`config.mk`:
```
export PLATFORM = sky130hd
export DESIGN_NAME = io_dec_display
export DESIGN_NICKNAME = d
export VERILOG_FILES = /design/src/rtl/io_dec_display.sv
export SDC_FILE = /design/constraint.sdc
export NUM_CORES = 1
export LEC_CHECK = 0
export CORE_MARGIN = 1.5
export CORE_UTILIZATION = 52
export CTS_CLUSTER_SIZE = 25
export DETAILED_ROUTE_END_ITERATION = 7
export HOLD_SLACK_MARGIN = 0.12
export PLACE_DENSITY = 0.79
export SETUP_SLACK_MARGIN = 0.15
export SKIP_LAST_GASP = 1
export SYNTH_ARGS = -nofsm -noshare
export SYNTH_HDL_FRONTEND = slang
export SYNTH_SLANG_ARGS = --single-unit
```
`constraint.sdc`:
```
create_clock -name clk -period 5.3 [get_ports clk]
set_input_delay 1.06 -clock clk [delete_from_list [all_inputs] [get_ports clk]]
set_output_delay 1.06 -clock clk [all_outputs]
set_load 0.02 [all_outputs]
```
`src/rtl/io_dec_display.sv`:
```
// Seven-segment display driver for the CPU's I/O output register.
// Decimal mode runs a one-bit-per-clock double-dabble; hex mode shows raw nibbles.
module io_dec_display #(
    parameter int BLANK_LZ = 1,
    parameter int WIDTH    = 32
) (
    input  logic             clk,
    input  logic             rst_n,
    input  logic             wr_en,
    input  logic [WIDTH-1:0] wr_data,
    input  logic             hex_mode,
    output logic             busy,
    output logic             ovf,
    output logic [6:0]       HEX0,
    output logic [6:0]       HEX1,
    output logic [6:0]       HEX2,
    output logic [6:0]       HEX3,
    output logic [6:0]       HEX4,
    output logic [6:0]       HEX5,
    output logic [6:0]       HEX6,
    output logic [6:0]       HEX7
);

    typedef enum logic [1:0] {S_IDLE, S_CONV, S_LOAD} state_t;
    typedef logic [7:0][6:0] hex_arr_t;

    localparam logic [6:0] SEG_BLANK = 7'b1111111;
    localparam logic [6:0] SEG_DASH  = 7'b0111111;

    state_t      state_q, state_d;
    logic [31:0] shreg_q, shreg_d;
    logic [39:0] bcd_q, bcd_d;
    logic [5:0]  cnt_q, cnt_d;
    logic        busy_q, busy_d;
    logic        ovf_q, ovf_d;
    logic        pend_q, pend_d;
    logic [31:0] pend_data_q, pend_data_d;
    logic        pend_hex_q, pend_hex_d;
    hex_arr_t    hex_q, hex_d;

    logic        go;
    logic        go_hex;
    logic [31:0] go_data;

    function automatic logic [6:0] seg7(input logic [3:0] d);
        case (d)
            4'h0: seg7 = 7'b1000000;
            4'h1: seg7 = 7'b1111001;
            4'h2: seg7 = 7'b0100100;
            4'h3: seg7 = 7'b0110000;
            4'h4: seg7 = 7'b0011001;
            4'h5: seg7 = 7'b0010010;
            4'h6: seg7 = 7'b0000010;
            4'h7: seg7 = 7'b1111000;
            4'h8: seg7 = 7'b0000000;
            4'h9: seg7 = 7'b0010000;
            4'hA: seg7 = 7'b0001000;
            4'hB: seg7 = 7'b0000011;
            4'hC: seg7 = 7'b1000110;
            4'hD: seg7 = 7'b0100001;
            4'hE: seg7 = 7'b0000110;
            default: seg7 = 7'b0001110;
        endcase
    endfunction

    // Scan from the top digit down; a digit stays blank until the first non-zero one.
    function automatic hex_arr_t render(input logic [31:0] digs);
        hex_arr_t   r;
        logic       lead;
        logic [3:0] d;
        lead = 1'b1;
        for (int n = 7; n >= 0; n--) begin
            d = digs[n*4 +: 4];
            if (d != 4'd0) lead = 1'b0;
            if (BLANK_LZ != 0 && lead && n != 0) r[n] = SEG_BLANK;
            else                                 r[n] = seg7(d);
        end
        return r;
    endfunction

    function automatic logic [71:0] dd_step(input logic [71:0] v);
        logic [71:0] t;
        t = v;
        for (int i = 0; i < 10; i++) begin
            if (t[32 + 4*i +: 4] >= 4'd5) t[32 + 4*i +: 4] = t[32 + 4*i +: 4] + 4'd3;
        end
        return t << 1;
    endfunction

    // NOTE: every signal written here gets a default first, so no path leaves one unassigned and no latch is inferred.
    always_comb begin
        state_d     = state_q;
        shreg_d     = shreg_q;
        bcd_d       = bcd_q;
        cnt_d       = cnt_q;
        busy_d      = busy_q;
        ovf_d       = ovf_q;
        pend_d      = pend_q;
        pend_data_d = pend_data_q;
        pend_hex_d  = pend_hex_q;
        hex_d       = hex_q;

        // A fresh write beats a pending one; the pending one is then dropped.
        go      = wr_en | pend_q;
        go_hex  = wr_en ? hex_mode : pend_hex_q;
        go_data = wr_en ? wr_data  : pend_data_q;

        case (state_q)
            S_IDLE: begin
                pend_d = 1'b0;
                if (go) begin
                    if (go_hex) begin
                        hex_d = render(go_data);
                        ovf_d = 1'b0;
                    end else begin
                        shreg_d = go_data;
                        bcd_d   = '0;
                        cnt_d   = '0;
                        busy_d  = 1'b1;
                        state_d = S_CONV;
                    end
                end
            end
            S_CONV: begin
                {bcd_d, shreg_d} = dd_step({bcd_q, shreg_q});
                cnt_d = cnt_q + 6'd1;
                if (cnt_q == 6'd31) state_d = S_LOAD;
            end
            S_LOAD: begin
                ovf_d   = |bcd_q[39:32];
                hex_d   = ovf_d ? {8{SEG_DASH}} : render(bcd_q[31:0]);
                busy_d  = 1'b0;
                state_d = S_IDLE;
            end
            default: state_d = S_IDLE;
        endcase

        if (state_q != S_IDLE && wr_en) begin
            pend_d      = 1'b1;
            pend_data_d = wr_data;
            pend_hex_d  = hex_mode;
        end
    end

    // NOTE: sequential state uses non-blocking assignments so all flops update together at the edge.
    always_ff @(posedge clk or negedge rst_n) begin
        if (!rst_n) begin
            state_q     <= S_IDLE;
            shreg_q     <= '0;
            bcd_q       <= '0;
            cnt_q       <= '0;
            busy_q      <= 1'b0;
            ovf_q       <= 1'b0;
            pend_q      <= 1'b0;
            pend_data_q <= '0;
            pend_hex_q  <= 1'b0;
            hex_q       <= {8{SEG_BLANK}};
        end else begin
            state_q     <= state_d;
            shreg_q     <= shreg_d;
            bcd_q       <= bcd_d;
            cnt_q       <= cnt_d;
            busy_q      <= busy_d;
            ovf_q       <= ovf_d;
            pend_q      <= pend_d;
            pend_data_q <= pend_data_d;
            pend_hex_q  <= pend_hex_d;
            hex_q       <= hex_d;
        end
    end

    assign busy = busy_q;
    assign ovf  = ovf_q;
    assign HEX0 = hex_q[0];
    assign HEX1 = hex_q[1];
    assign HEX2 = hex_q[2];
    assign HEX3 = hex_q[3];
    assign HEX4 = hex_q[4];
    assign HEX5 = hex_q[5];
    assign HEX6 = hex_q[6];
    assign HEX7 = hex_q[7];

endmodule

```
==> results of run 1 <==
==> worst max-delay path, cell delays in order <==
cell       delay [ps]
buf_4             450
mux2i_1           530
ha_1              330
nor4b_2           330
o2111ai_1         290
nor4_4            570
a31oi_2           240
a211oi_2          240
==> state kept, by name (all words and copies together), names as in the netlist <==
register	count
bcd_q	40
pend_data_q	32
shreg_q	32
HEX0	7
HEX1	7
HEX2	7
HEX3	7
HEX4	7
HEX5	7
HEX6	7
HEX7	7
cnt_q	6
state_q	2
busy	1
ovf	1
pend_hex_q	1
pend_q	1
==> final cells by class <==
cell class / count / area (µm²) / share of cell area
clock buffer: 23 / 478 / 0.0344
clock inverter: 9 / 135 / 0.00973
inverter: 63 / 236 / 0.0170
multi-input combinational: 1031 / 7250 / 0.522
sequential: 172 / 4370 / 0.315
tap: 313 / 392 / 0.0282
timing repair buffer: 106 / 1030 / 0.0740
==> final timing paths <==
check	from	endpoint	slack, ps	cells after the start
worst max-delay path	wr_en	HEX1[4]$_DFFE_PN1P_	1610	8
worst min-delay path	HEX7[4]$_DFFE_PN1P_	HEX7[4]$_DFFE_PN1P_	470	2
worst max register to register	state_q[1]$_DFFE_PN0P_	HEX7[1]$_DFFE_PN1P_	2020	6
worst min register to register	HEX7[4]$_DFFE_PN1P_	HEX7[4]$_DFFE_PN1P_	470	2
max in group asynchronous	rst_n	HEX5[1]$_DFFE_PN1P_	3510	2
min in group asynchronous	rst_n	bcd_q[30]$_DFFE_PN0P_	710	1
==> logic make-up (layout without fill, tap and decap cells) <==
group | count (synthesis) | count (layout)
buffers and inverters | 145 | 201
and+or+nand+nor | 353 | 353
DFF | 172 | 172
adders and majority gates | 97 | 97
AOI/OAI and AO/OA | 452 | 452
muxes | 113 | 113
xor gates and xnor gates | 16 | 16
==> cell usage in the layout, fill, tap and decap left out, types with 12 or more instances in the layout <==
| master | netlist | routed |
|---|---|---|
| dfstp_2 | 56 | 56 |
| o31ai_1 | 17 | 17 |
| dfrtp_1 | 116 | 116 |
| nand3_1 | 17 | 17 |
| nor2_1 | 106 | 105 |
| buf_4 | 3 | 14 |
| nand2b_1 | 22 | 22 |
| clkbuf_16 | 0 | 17 |
| mux2_2 | 50 | 50 |
| a211oi_1 | 21 | 21 |
| a21oi_1 | 106 | 106 |
| ha_1 | 97 | 97 |
| o32ai_1 | 12 | 12 |
| o22ai_1 | 45 | 45 |
| nor3_1 | 32 | 32 |
| clkdlybuf4s50_1 | 0 | 91 |
| mux2i_1 | 53 | 53 |
| nand2_1 | 127 | 127 |
| inv_1 | 63 | 63 |
| a22oi_1 | 14 | 14 |
| o21ai_0 | 125 | 125 |
==> synth_stat cells, types with 7 or more instances <==
cell type / instances
a22o_1: 9
buf_2: 13
a22oi_1: 14
nor3b_1: 9
o21a_1: 7
o31ai_1: 17
a32o_1: 9
o211ai_1: 11
a211oi_1: 21
nor3_1: 32
a21oi_1: 106
nand2b_1: 22
mux2i_1: 53
a311oi_1: 10
xnor2_1: 11
ha_1: 97
a31oi_1: 7
o22ai_1: 45
mux4_2: 8
nand3_1: 17
nor2_1: 106
dfstp_2: 56
nand2_1: 127
mux2_2: 50
o21ai_0: 125
dfrtp_1: 116
a21o_1: 9
nor2b_1: 10
inv_1: 63
o32ai_1: 12
a221oi_1: 11
clkbuf_1: 58
==> report_power, final <==
part	total [µW]	leakage, µW	switching [µW]	internal [µW]
Combinational	3890	0.00345	2140	1750
Sequential	2740	0.00200	705	2030
Clock	1340	0.000290	554	782
==> metrics by stage <==
| step | total power (µW) | instances | utilization |
|---|---|---|---|
| finish | 7960 | 1717 | 0.608 |
| global route | 8540 | 1717 | 0.608 |
| CTS | 7930 | 1717 | 0.608 |
| detailed placement | 6570 | 1685 | 0.581 |
| global placement | 6440 | 1685 | 0.581 |
| floorplan | 5340 | 1348 | - |
==> routing by layer <==
metal | track usage | up-vias
li1 | - | 5010
met1 | 0.365 | 5206
met2 | 0.460 | 387
met3 | 0.0403 | 64
met4 | 0.107 | 0
met5 | 0 | -
==> flow_summary.json, run 1 <==
{
  "outcome": "completed",
  "path_class": "in2reg",
  "yosys-top-cells-area": "dfrtp_1 (24%), dfstp_2 (12%), ha_1 (9.9%), o21ai_0 (5.1%), mux2_2 (4.6%)",
  "n_antenna_cell": 0,
  "stdcell_area_um2": 13900,
  "yosys.area.top_type_share": 0.238,
  "core_um2": 22800,
  "finalHoldViolations": 0,
  "synth_top_family_by_area": "compound AO/OA/AOI/OAI gates",
  "synth-compound-area-share": 0.236,
  "rows": 55,
  "clock_sinks": 172,
  "setup_violations": 0,
  "vdd_drop_max_v": 0.000353,
  "htree_levels": 4,
  "clockBufferDepth": 2,
  "syn2layout_area_growth_pct": 13.9,
  "yosys.area_share.simple": 0.137,
  "fp.dieW_um": 156,
  "synth_seq_cells": 172,
  "fin_worst_skew_ps": 10.5,
  "startpoint_type": "primary input",
  "top_layer": "met4",
  "rsz0062_at_grt": "no",
  "insertion_delay_ps": 440,
  "synth_edf_count": 0,
  "fin_crit_ps": 3690,
  "dr.pass1.iters": 6,
  "powerDensity_nw_per_um2": 573,
  "ys_seq_area_frac": 0.359,
  "p_leak_uw": 0.00574,
  "globalplace.congestion": 0.951,
  "max-slew-margin-rel": 0.208,
  "cp_data_arrival_time_ps": 4050,
  "synth-xor-area-share": 0.0115,
  "grt_overflow": 0,
  "clkTransAtPathRegs_ps": 70,
  "synth.distinct_cells": 77,
  "start_util": 0.534,
  "wl_met1_mm": 14.0,
  "fin_ws_ps": 1610,
  "dieArea_um2": 24400,
  "fmax_mhz": 271,
  "cts_root_buffer": "clkbuf_16",
  "period_share": 0.697,
  "synth_mux_area_frac": 0.107,
  "cts_resized": 0,
  "place_ws_ps": 1230,
  "end_kind": "flip-flop",
  "synth_area_per_cell_um2": 9.05,
  "hold_ws_ps": 471,
  "wl_met2_mm": 15.6,
  "ctsHoldBuffers": 0,
  "vias": 10667,
  "drt-total-wl_mm": 32.7,
  "post_dp_cell_area_um2": 13300,
  "synth_adder_area_share": 0.0995,
  "wire_per_inst_um": 19.1,
  "cp.required_ps": 5660,
  "ys.flop_type": "dfrtp_1",
  "grt_pass1_wl_mm": 53.5,
  "syn-cell-area_um2": 12200,
  "cts_tree": "built",
  "antenna_found_initial": 0,
  "final_nets": 1524,
  "cts_inserted_buffers": 17,
  "async_reset_ff_frac": 1.00,
  "synth_top_area_cell": "dfrtp_1",
  "hp-class": "reg2reg",
  "drive_gt1_frac": 0.131,
  "path_max_fanout": 34,
  "grt_usage": 0.277,
  "routed_via_density": 6.21,
  "syn_nets": 1481,
  "die_h_um": 156,
  "grt_max_degree": 95,
  "dp_hpwl_mm": 23.1,
  "yosysWarningCount": 0,
  "final_max_slew_viol_count": 0,
  "tns_ps": 0,
  "drt-initial-drc-count": 827,
  "grt_pass1_vias": 10288,
  "io_buffers": 93,
  "drv_cap": 0,
  "ant_nets": 0,
  "syn_inst": 1348,
  "max_slew.worst_pin.slew_ps": 1160,
  "io_pins": 94,
  "drc": 0,
  "wl_met3_mm": 2.01,
  "post-cts-setup-buffers": 0,
  "fillers": 1952
}
No activity file was read; power rests on OpenSTA's default activity.
==> run 2, diff against run 1 <==
- clock period: 5.3 -> 3.6 ns (I/O delays scaled with it)
==> run 2 against run 1 <==
Net effect:
- routed wire length is 2.0% higher
- largest power group unchanged
- die area stayed put
- sequential power is 47% higher
- largest cell class unchanged
- non-clock buffer count is 31 higher
- sequential share of layout area is 0.55 points lower
- critical path type unchanged
- highest routed layer unchanged
==> flow_summary.json, run 2 (synthesis results as in run 1) <==
{
  "top_layer": "met4",
  "end_kind": "flip-flop",
  "p_sw_frac": 0.428,
  "routed_via_density": 6.18,
  "cts_inserted_buffers": 17,
  "intPower_uw": 6740,
  "clock_sinks": 172,
  "fmax_mhz": 338,
  "ctsHoldBuffers": 0,
  "top_register": "bcd_q",
  "grt_pass1_vias": 10687,
  "globalplace.congestion": 0.928,
  "vdd_drop_max_v": 0.000540,
  "outcome": "completed",
  "top_regs": "bcd_q: 40 flops, pend_data_q: 32 flops, shreg_q: 32 flops",
  "io_pins": 94,
  "antenna_found_initial": 0,
  "ant_nets": 0,
  "period_share": 0.821,
  "slowest_stage": "nor4_4",
  "insertion_delay_ps": 450,
  "path_class": "in2reg",
  "pwr-share-seq": 0.342,
  "layout_common_cells": "nand2_1 (127), o21ai_0 (125), dfrtp_1 (116)",
  "cp-startpoint": "wr_data[16]",
  "drt-total-wl_mm": 33.4,
  "vias": 10802,
  "p_switching_uw": 5050,
  "max_stage_delay_ps": 510,
  "drv_cap": 0,
  "grt_usage": 0.282,
  "cts_root_buffer": "clkbuf_16",
  "post-cts-setup-buffers": 0,
  "wl_met3_mm": 2.35,
  "pwr-share-comb": 0.494,
  "dr.pass1.iters": 6,
  "hp-class": "in2async",
  "fillers": 1927,
  "dp_hpwl_mm": 23.8,
  "clkPwrFrac": 0.164,
  "powerDensity_nw_per_um2": 834,
  "rows": 55,
  "cts_resized": 0,
  "drt-initial-drc-count": 647,
  "clockBufferDepth": 2,
  "tns_ps": 0,
  "finalPower_uw": 11800,
  "final_nets": 1555,
  "grt_max_degree": 87,
  "wl_met1_mm": 14.1,
  "finalHoldViolations": 0,
  "setup_violations": 0,
  "grt_overflow": 0,
  "core_um2": 22800,
  "clkTransAtPathRegs_ps": 70,
  "rsz0062_at_grt": "no",
  "largest_reg_flops": 40,
  "cp_cell_sequence": "clkdlybuf4s50_1 -> mux2i_1 -> ha_1 -> nor4b_2 -> o22ai_1 -> nor4_4 -> a31oi_2 -> a211oi_2",
  "cts_tree": "built",
  "final_max_slew_viol_count": 0,
  "fp.dieW_um": 156,
  "fin_crit_ps": 2960,
  "start_util": 0.534,
  "wire_per_inst_um": 19.1,
  "drc": 0,
  "path_max_fanout": 6,
  "fin_worst_skew_ps": 15.2,
  "n_antenna_cell": 0,
  "wl_met2_mm": 16.0,
  "htree_levels": 4,
  "max_slew.worst_pin.slew_ps": 979,
  "dieArea_um2": 24400,
  "p_leak_uw": 0.00590,
  "syn2layout_area_growth_pct": 15.9,
  "io_buffers": 93,
  "grt_pass1_wl_mm": 54.3,
  "reg2reg_from": "bcd_q[32]$_DFFE_PN0P_",
  "cp.required_ps": 3970,
  "drive_gt1_frac": 0.150,
  "final_common_cell": "nand2_1",
  "max-slew-margin-rel": 0.346,
  "die_h_um": 156,
  "startpoint_type": "primary input",
  "cp_data_arrival_time_ps": 3320
}
[run 2: path summary, 6_finish.rpt]
| kind | end | slack [ps] | cells past startpoint |
|---|---|---|---|
| max | HEX1[4]$_DFFE_PN1P_ | 640 | 8 |
| max in group asynchronous | HEX4[3]$_DFFE_PN1P_ | 2340 | 2 |
| min | bcd_q[26]$_DFFE_PN0P_ | 340 | 1 |
| max reg2reg | HEX4[4]$_DFFE_PN1P_ | 970 | 9 |
| min reg2reg | HEX5[5]$_DFFE_PN1P_ | 480 | 2 |
| min in group clk | HEX5[5]$_DFFE_PN1P_ | 480 | 2 |
[run 2: power groups by stage]
| stage | sequential, µW | combinational, µW | clock (µW) |
|---|---|---|---|
| floorplan | 3900 | 3970 | 0 |
| global placement | 3990 | 5560 | 0 |
| detailed placement | 4020 | 5740 | 0 |
| CTS | 4000 | 5800 | 1950 |
| global route | 4150 | 6470 | 2020 |
| finish | 4030 | 5830 | 1930 |
[run 2: through the flow]
step,instances,utilization,cell area (µm²),hold slack [ps],worst slack (ps)
6_report,1748,0.619,14100,341,643
5_1_grt,1748,0.619,14100,395,360
4_1_cts,1748,0.619,14100,373,715
3_5_place_dp,1716,0.592,13500,464,293
3_3_place_gp,1716,0.592,13500,462,319
2_1_floorplan,1348,-,12200,424,402
[run 2: layout make-up]
| class | instances | area, µm² | share of cell area |
|---|---|---|---|
| multi-input cells | 1031 | 7250 | 0.513 |
| clock buffers | 25 | 539 | 0.0381 |
| flip-flops and latches | 172 | 4370 | 0.309 |
| well taps | 313 | 392 | 0.0277 |
| inverters | 63 | 236 | 0.0167 |
| repair buffers | 137 | 1270 | 0.0900 |
| clock inverters | 7 | 73.8 | 0.00522 |
[run 2: critical path: cells and delay by family]
family | cells | cell delay (ps)
AOI/OAI and AO/OA | 3 | 760
adders and majority gates | 1 | 310
buffers and inverters | 1 | 420
muxes | 1 | 220
and+or+nand+nor | 2 | 870
[run 2: layer usage]
layer	vias to the layer above	GRT usage
met3	77	0.0572
li1	5096	-
met1	5220	0.351
met2	409	0.481
met4	0	0.110
met5	-	0
